### src/rtl/icache_pkg.sv
// Shared definitions for the direct-mapped instruction cache: FSM state
// encoding, default address field geometry and address split helpers.
package icache_pkg;

  localparam int ICACHE_INDEX = 6;
  localparam int ICACHE_OFFS  = 2;
  localparam int ICACHE_ADDR  = 32;
  localparam int ITAGLSB      = ICACHE_INDEX + ICACHE_OFFS;
  localparam int ITAGMSB      = ICACHE_ADDR - 1;
  localparam int ICACHE_TAG   = ITAGMSB - ITAGLSB + 1;

  typedef enum logic [1:0] {
    FLUSH  = 2'd0,
    LOOKUP = 2'd1,
    REFILL = 2'd2,
    UPDATE = 2'd3
  } icache_state_t;

  function automatic logic [ICACHE_TAG-1:0] get_tag(input logic [ICACHE_ADDR-1:0] addr);
    return addr[ITAGMSB:ITAGLSB];
  endfunction

  function automatic logic [ICACHE_INDEX-1:0] get_index(input logic [ICACHE_ADDR-1:0] addr);
    return addr[ITAGLSB-1:ICACHE_OFFS];
  endfunction

  function automatic logic [ICACHE_OFFS-1:0] get_offset(input logic [ICACHE_ADDR-1:0] addr);
    return addr[ICACHE_OFFS-1:0];
  endfunction

endpackage

### src/rtl/icache_addr_split.sv
// Combinational split of a word address into {tag, index, offset}; shared by
// the cache controller and the data RAM wrapper.
module icache_addr_split
  import icache_pkg::*;
#(
  parameter int INDEX_W = ICACHE_INDEX,
  parameter int TAG_W   = ICACHE_TAG,
  parameter int OFFS_W  = ICACHE_OFFS,
  parameter int ADDR_W  = ICACHE_ADDR
) (
  input  logic [ADDR_W-1:0]  addr,
  output logic [TAG_W-1:0]   tag,
  output logic [INDEX_W-1:0] index,
  output logic [OFFS_W-1:0]  offset
);

  assign offset = addr[OFFS_W-1:0];
  assign index  = addr[OFFS_W +: INDEX_W];
  assign tag    = addr[OFFS_W+INDEX_W +: TAG_W];

endmodule

### src/rtl/inst_cache_ctrl.sv
// Instruction cache sequencing controller: tag lookup, line refill, tag update
// and full invalidation sweep. Optional hit/miss counters under ICACHE_STATS_EN.
module inst_cache_ctrl
  import icache_pkg::*;
#(
  parameter int INDEX_W = ICACHE_INDEX,
  parameter int TAG_W   = ICACHE_TAG,
  parameter int OFFS_W  = ICACHE_OFFS,
  parameter int ADDR_W  = ICACHE_ADDR
) (
  input  logic                      clock,
  input  logic                      reset_n,
  input  logic                      cpu_req,
  input  logic [ADDR_W-1:0]         cpu_addr,
  output logic                      cpu_ready,
  output logic                      stall,
  input  logic                      flush_req,
  output logic                      mem_req,
  output logic [ADDR_W-1:0]         mem_addr,
  input  logic                      mem_ack,
  output logic                      tag_we,
  output logic [INDEX_W-1:0]        tag_index,
  output logic                      tag_valid_wr,
  output logic [TAG_W-1:0]          tag_wr,
  input  logic                      tag_valid_rd,
  input  logic [TAG_W-1:0]          tag_rd,
  output logic                      data_we,
  output logic [INDEX_W+OFFS_W-1:0] data_waddr,
  output logic [1:0]                state_dbg
`ifdef ICACHE_STATS_EN
  ,
  output logic [31:0]               hit_count,
  output logic [31:0]               miss_count
`endif
);

  // ADDR_W is expected to equal TAG_W + INDEX_W + OFFS_W.
  localparam logic [INDEX_W-1:0] LAST_INDEX = '1;
  localparam logic [OFFS_W-1:0]  LAST_BEAT  = '1;

  icache_state_t state_q, state_d;
  logic [INDEX_W-1:0] flush_ctr_q;
  logic [OFFS_W-1:0]  beat_q;
  logic [TAG_W-1:0]   miss_tag_q;
  logic [INDEX_W-1:0] miss_index_q;
  logic               flush_pend_q;
  logic               hit;

  logic [TAG_W-1:0]   req_tag;
  logic [INDEX_W-1:0] req_index;
  logic [OFFS_W-1:0]  unused_offset;

  icache_addr_split #(
    .INDEX_W (INDEX_W),
    .TAG_W   (TAG_W),
    .OFFS_W  (OFFS_W),
    .ADDR_W  (ADDR_W)
  ) u_split (
    .addr   (cpu_addr),
    .tag    (req_tag),
    .index  (req_index),
    .offset (unused_offset)
  );

  always_comb begin
    state_d      = state_q;
    hit          = 1'b0;
    cpu_ready    = 1'b0;
    stall        = 1'b0;
    mem_req      = 1'b0;
    mem_addr     = '0;
    tag_we       = 1'b0;
    tag_index    = '0;
    tag_valid_wr = 1'b0;
    tag_wr       = '0;
    data_we      = 1'b0;
    data_waddr   = '0;
    case (state_q)
      FLUSH: begin
        tag_we    = 1'b1;
        tag_index = flush_ctr_q;
        stall     = 1'b1;
        if (flush_ctr_q == LAST_INDEX) state_d = LOOKUP;
      end
      LOOKUP: begin
        tag_index = req_index;
        hit       = cpu_req & tag_valid_rd & (tag_rd == req_tag);
        cpu_ready = hit;
        stall     = cpu_req & ~hit;
        // A flush wins over a new miss; a same-cycle hit still completes.
        if (flush_req)            state_d = FLUSH;
        else if (cpu_req && !hit) state_d = REFILL;
      end
      REFILL: begin
        mem_req  = 1'b1;
        mem_addr = {miss_tag_q, miss_index_q, beat_q};
        stall    = 1'b1;
        if (mem_ack) begin
          data_we    = 1'b1;
          data_waddr = {miss_index_q, beat_q};
          if (beat_q == LAST_BEAT) state_d = UPDATE;
        end
      end
      UPDATE: begin
        tag_we       = 1'b1;
        tag_index    = miss_index_q;
        tag_valid_wr = 1'b1;
        tag_wr       = miss_tag_q;
        stall        = 1'b1;
        state_d      = (flush_pend_q || flush_req) ? FLUSH : LOOKUP;
      end
      default: state_d = FLUSH;
    endcase
    // Outputs are held quiet for the whole reset cycle, including mid-refill.
    if (!reset_n) begin
      hit          = 1'b0;
      cpu_ready    = 1'b0;
      stall        = 1'b0;
      mem_req      = 1'b0;
      mem_addr     = '0;
      tag_we       = 1'b0;
      tag_index    = '0;
      tag_valid_wr = 1'b0;
      tag_wr       = '0;
      data_we      = 1'b0;
      data_waddr   = '0;
    end
  end

  assign state_dbg = reset_n ? state_q : 2'b00;

  always_ff @(posedge clock) begin
    if (!reset_n) begin
      state_q      <= FLUSH;
      flush_ctr_q  <= '0;
      beat_q       <= '0;
      miss_tag_q   <= '0;
      miss_index_q <= '0;
      flush_pend_q <= 1'b0;
    end else begin
      state_q <= state_d;
      if (state_q == FLUSH) flush_ctr_q <= flush_ctr_q + 1'b1;
      else                  flush_ctr_q <= '0;
      if (state_q == LOOKUP && state_d == REFILL) begin
        miss_tag_q   <= req_tag;
        miss_index_q <= req_index;
        beat_q       <= '0;
      end else if (state_q == REFILL && mem_ack) begin
        beat_q <= beat_q + 1'b1;
      end
      if (state_q == UPDATE)                    flush_pend_q <= 1'b0;
      else if (state_q == REFILL && flush_req)  flush_pend_q <= 1'b1;
    end
  end

`ifdef ICACHE_STATS_EN
  always_ff @(posedge clock) begin
    if (!reset_n) begin
      hit_count  <= '0;
      miss_count <= '0;
    end else begin
      if (hit && hit_count != 32'hFFFF_FFFF) hit_count <= hit_count + 32'd1;
      if (state_q == LOOKUP && state_d == REFILL && miss_count != 32'hFFFF_FFFF)
        miss_count <= miss_count + 32'd1;
    end
  end
`endif

endmodule

### config.mk
export PLATFORM = sky130hd
export DESIGN_NAME = inst_cache_ctrl
export DESIGN_NICKNAME = d
export VERILOG_FILES = /design/src/rtl/icache_pkg.sv /design/src/rtl/icache_addr_split.sv /design/src/rtl/inst_cache_ctrl.sv
export SDC_FILE = /design/constraint.sdc
export NUM_CORES = 1
export LEC_CHECK = 0
export ABC_CLOCK_PERIOD_IN_PS = 2700
export BUFFER_PORTS_ARGS = -buffer_cell sky130_fd_sc_hd__buf_2
export CORE_UTILIZATION = 43
export CTS_BUF_LIST = sky130_fd_sc_hd__clkbuf_16
export DETAILED_ROUTE_END_ITERATION = 7
export PLACE_DENSITY = 0.76
export SETUP_SLACK_MARGIN = 0.4
export SYNTH_ARGS = -nofsm -noshare
export SYNTH_HDL_FRONTEND = slang
export SYNTH_HIERARCHICAL = 1
export SYNTH_SLANG_ARGS = --single-unit
### constraint.sdc
create_clock -name clock -period 2.7 [get_ports clock]
set_clock_uncertainty 0.05 [all_clocks]
set_input_delay 0.675 -clock clock [delete_from_list [all_inputs] [get_ports clock]]
set_output_delay 0.675 -clock clock [all_outputs]
set_load 0.02 [all_outputs]
Word-level counts from Yosys, hierarchy flattened

Index checks and enable logic that the tools add are counted.

Flip-flop bits (word level): 41
Input port bits: 62
Word-level logic and storage cells: 62
Output and inout bits: 78

Reduce and logical (&&, ||, !) cells: 12
Equal/unequal tests: 7
Mux-type cells: 30
$add $sub $neg: 2
Bitwise gates (word level): 5

Operators by type and width:

| kind                | count |
|---|---|
| $mux 32             | 2 |
| $mux 24             | 2 |
| $eq 24x24->1        | 1 |
| $mux 8              | 3 |
| $pmux 6 s3          | 1 |
| $mux 1              | 13 |
| $mux 2              | 6 |
| $eq 2x2->1 const B  | 4 |
| $pmux 2 s4          | 1 |
| $add 6x1->6 const B | 1 |
| $eq 6x6->1 const B  | 1 |
| $mux 6              | 1 |
| $reduce_or 2->1     | 3 |
| $logic_and 1x1->1   | 4 |
| $and 1x1->1         | 3 |
| $reduce_or 3->1     | 1 |
| $add 2x1->2 const B | 1 |
| $eq 2x1->1 const B  | 1 |
| $logic_not 2->1     | 1 |
| $not 1->1           | 2 |
| $pmux 1 s2          | 1 |
| $reduce_and 2->1    | 1 |
| $logic_not 1->1     | 1 |
| $logic_or 1x1->1    | 1 |

Logic depth before layout (Yosys ltp)

Word-level depth: 10
Mapped depth: 11
Gate-level depth less buffers: 9

By module

The synthesis kept the hierarchy.

By module, submodules not included:

| module            | cells an instance | area an instance (um^2) | instances |
|---|---|---|---|
| inst_cache_ctrl   | 328               | 2705.1                  | 1 |
| icache_addr_split | 32                | 240.2                   | 1 |

Worst setup path before layout

Ideal clock, no wire load.

Kind: input-to-output
Start point: input cpu_addr[27]
End point: output cpu_ready
Stages: 6
Slack: -0.238 ns
Required time: 1.975 ns
Arrival: 2.213 ns
Cell sequence: buf_4 xnor2_1 nand4_1 or4_1 nor4_2 and3_1

Longest elaborated chain between the ends: 4

RTL lines:

| element      | line                   | RTL |
|---|---|---|
| from (decl)  | inst_cache_ctrl.sv:14  | `input logic [ADDR_W-1:0] cpu_addr,` |
| $eq 24x24->1 | inst_cache_ctrl.sv:87  | `hit = cpu_req & tag_valid_rd & (tag_rd == req_tag);` |
| $and 1x1->1  | inst_cache_ctrl.sv:87  |  |
| $mux 1       | inst_cache_ctrl.sv:78  | `case (state_q)` |
| $mux 1       | inst_cache_ctrl.sv:115 | `if (!reset_n) begin` |
| to (decl)    | inst_cache_ctrl.sv:15  | `output logic cpu_ready,` |

Every way passes these cells.

Final worst setup path

Start point: input cpu_addr[9]
End point: output cpu_ready

Same word-level chain as after synthesis.

==> metrics <==
vias per cell=between 5 and 6; Crit Path Max Fanout=3; Period Utilization, post-route=114.2%; sw frac=roughly a quarter; Reg2Reg Launch Point=state_q[1]; stages on the worst setup path=7; CP Capture Type=output port; clock root buffer=clkbuf_16; worst r2r dst=miss_tag_q[9]; Initial Util=between 40% and 50%; Die Area=between 7000 and 8000 um2; critical path cell sequence=buf_8 > xnor2_4 > nand4_1 > or4_4 > nor4_4 > and3_4 > buf_6; hold_ws=0.4170 ns; critical path class=input pin to output port; Comb power frac=roughly 15%; most common cell after layout, fill and taps aside=buf_2; Final Max Slew Viols=0; Avg WL per Cell=14.56 um; Skew-Pair Late Insertion Delay=approximately 0.28 ns; GPL Wtd Cong=between 0.8 and 0.9; Flop pwr share=a little over two fifths; Fin. Hold Viols=0; Hold Crit Class=flop to flop; Layout Nets=539; Max Root-Sink Buffers=2; final worst slack=-0.3838 ns; Die H=approximately 85 um; CTS Hold Bufs=0; CP max-delay cell=or4_4; Area Growth Syn to Fin=38.39%; final instance area=4055 um2; via count of the routed design=~2800; global-route wire length before repair=about 12000 um; Syn Inst Count=around 360; # setup viols final=15; failing checks=design-rule violations, negative setup slack; DR pass1 iterations=6; I/O pins=140; maxcap violations=0; R2R cell count=11; max frequency=0.3243 GHz; dpl ws=-0.4783 ns; most frequent cells in the layout=buf_2, nand2_1, and3_1; DRC=15; crit path from=cpu_addr[9]; Pint=1.051 mW; antenna diode count=0; critical path launch point type=input pin; largest net degree at the start of global routing=70; CTS Buf Count=5; CTS tree=yes; All-Layer GR Usage=between 20% and 30%; vias in the first global route=2487; Placed Area=3540 um2; Mapped Avg Cell Area=8.185 um2; RSZ-0062 raised after global routing=yes; Rel. slew slack=73.18%; initial antenna violation count=0; Worst Setup EP=cpu_ready; Detail Route Antenna Nets=0; Hold Path Cell Cnt=2; dpl hpwl=between 5000 and 6000 um; Die X=approximately 85 um; crit path buf inv count=2; Period minus WS final=approximately 3.1 ns; Clock Power Share=41.5%; PwrDens=~340 nW/um2; WP data arrival=2.36 ns; H-tree Lvls=2; port buffer count=approximately 140; Setup TNS Final=-1.624 ns; slowest stage delay, CP=approximately 0.56 ns; row cnt=29; leakage power=2.084 nW; Clock Sinks=slightly above 40; Worst Max-Slew Pin Slew=approximately 0.40 ns; Crit path max-delay family=simple AND/OR/NAND/NOR gates; Ys Warns=6; Worst EP required=between 1.5 and 2 ns; flop2flop setup slack=roughly 0.15 ns; total grt overflow=0; Core ar.=approximately 6500 um2; switching power=approximately 340 uW; Max IR drop VDD=~0.00024 V; fraction of layout cells with a size suffix above 1=42.04%; Iteration-0 DRC Markers=between 100 and 150; Mapped Area=slightly below 3000 um2; status=finished, violations left; WL final=~8000 um; CTS clk-pin slew, worst paths=around 0.060 ns; synthesized net count=about 430
==> state kept, by name (all words and copies together), names as in the netlist <==
name	cells
miss_tag_q	24
flush_ctr_q	6
miss_index_q	6
beat_q	2
state_q	2
flush_pend_q	1
==> worst min path at each step <==
stage	slack [ns]	end	from
after floorplan	0.38	flush_ctr_q[0]	flush_ctr_q[0]
after global placement	0.40	flush_ctr_q[0]	flush_ctr_q[0]
after detailed placement	0.41	miss_tag_q[18]	miss_tag_q[18]
after CTS	0.42	miss_tag_q[0]	miss_tag_q[0]
after global routing	0.43	miss_tag_q[18]	miss_tag_q[18]
final	0.42	miss_tag_q[10]	miss_tag_q[10]
==> stage by stage <==
step,instances,total power [mW],utilization (%)
global route,548,1.452,62.79
floorplan,358,0.7596,-
global placement,530,0.8054,54.80
finish,548,1.393,62.79
detailed placement,530,0.8076,54.80
CTS,545,1.393,60.96
==> per-layer routing <==
layer	vias to the layer above	GRT usage, %	routed length (um)
met5	-	0	0
met4	0	3.852	39
met3	4	4.031	457
met2	104	36.36	3959
met1	1297	27.04	3522
li1	1407	-	-
==> repair_timing <==
item,4_1_cts,5_1_grt
buffers inserted,3,3
gates resized for setup,28,21
endpoints found under the setup margin,101,88
gates cloned,4,0
pin swaps,13,11
endpoints found under the hold margin,0,0
==> final cells by class <==
type                       count  area (um2)
multi-input combinational    258        1884
sequential                    41       828.3
timing repair buffer         161        1090
fill                         542        2404
inverter                       3       13.76
clock inverter                 3       17.52
tap                           77       96.34
clock buffer                   5       125.1
==> tightest hold or removal path: stages, from the launching register on <==
cell and delay, ns:
dfxtp_1 0.31, nand2_1 0.05, mux2i_1 0.05
==> power groups by stage <==
stage | Combinational (mW) | Sequential, mW | Clock, mW
floorplan | 0.135 | 0.625 | 0
global placement | 0.180 | 0.626 | 0
detailed placement | 0.182 | 0.626 | 0
CTS | 0.191 | 0.613 | 0.589
global route | 0.221 | 0.611 | 0.620
finish | 0.204 | 0.611 | 0.578
Note: power is estimated with default switching activity, not from simulation.
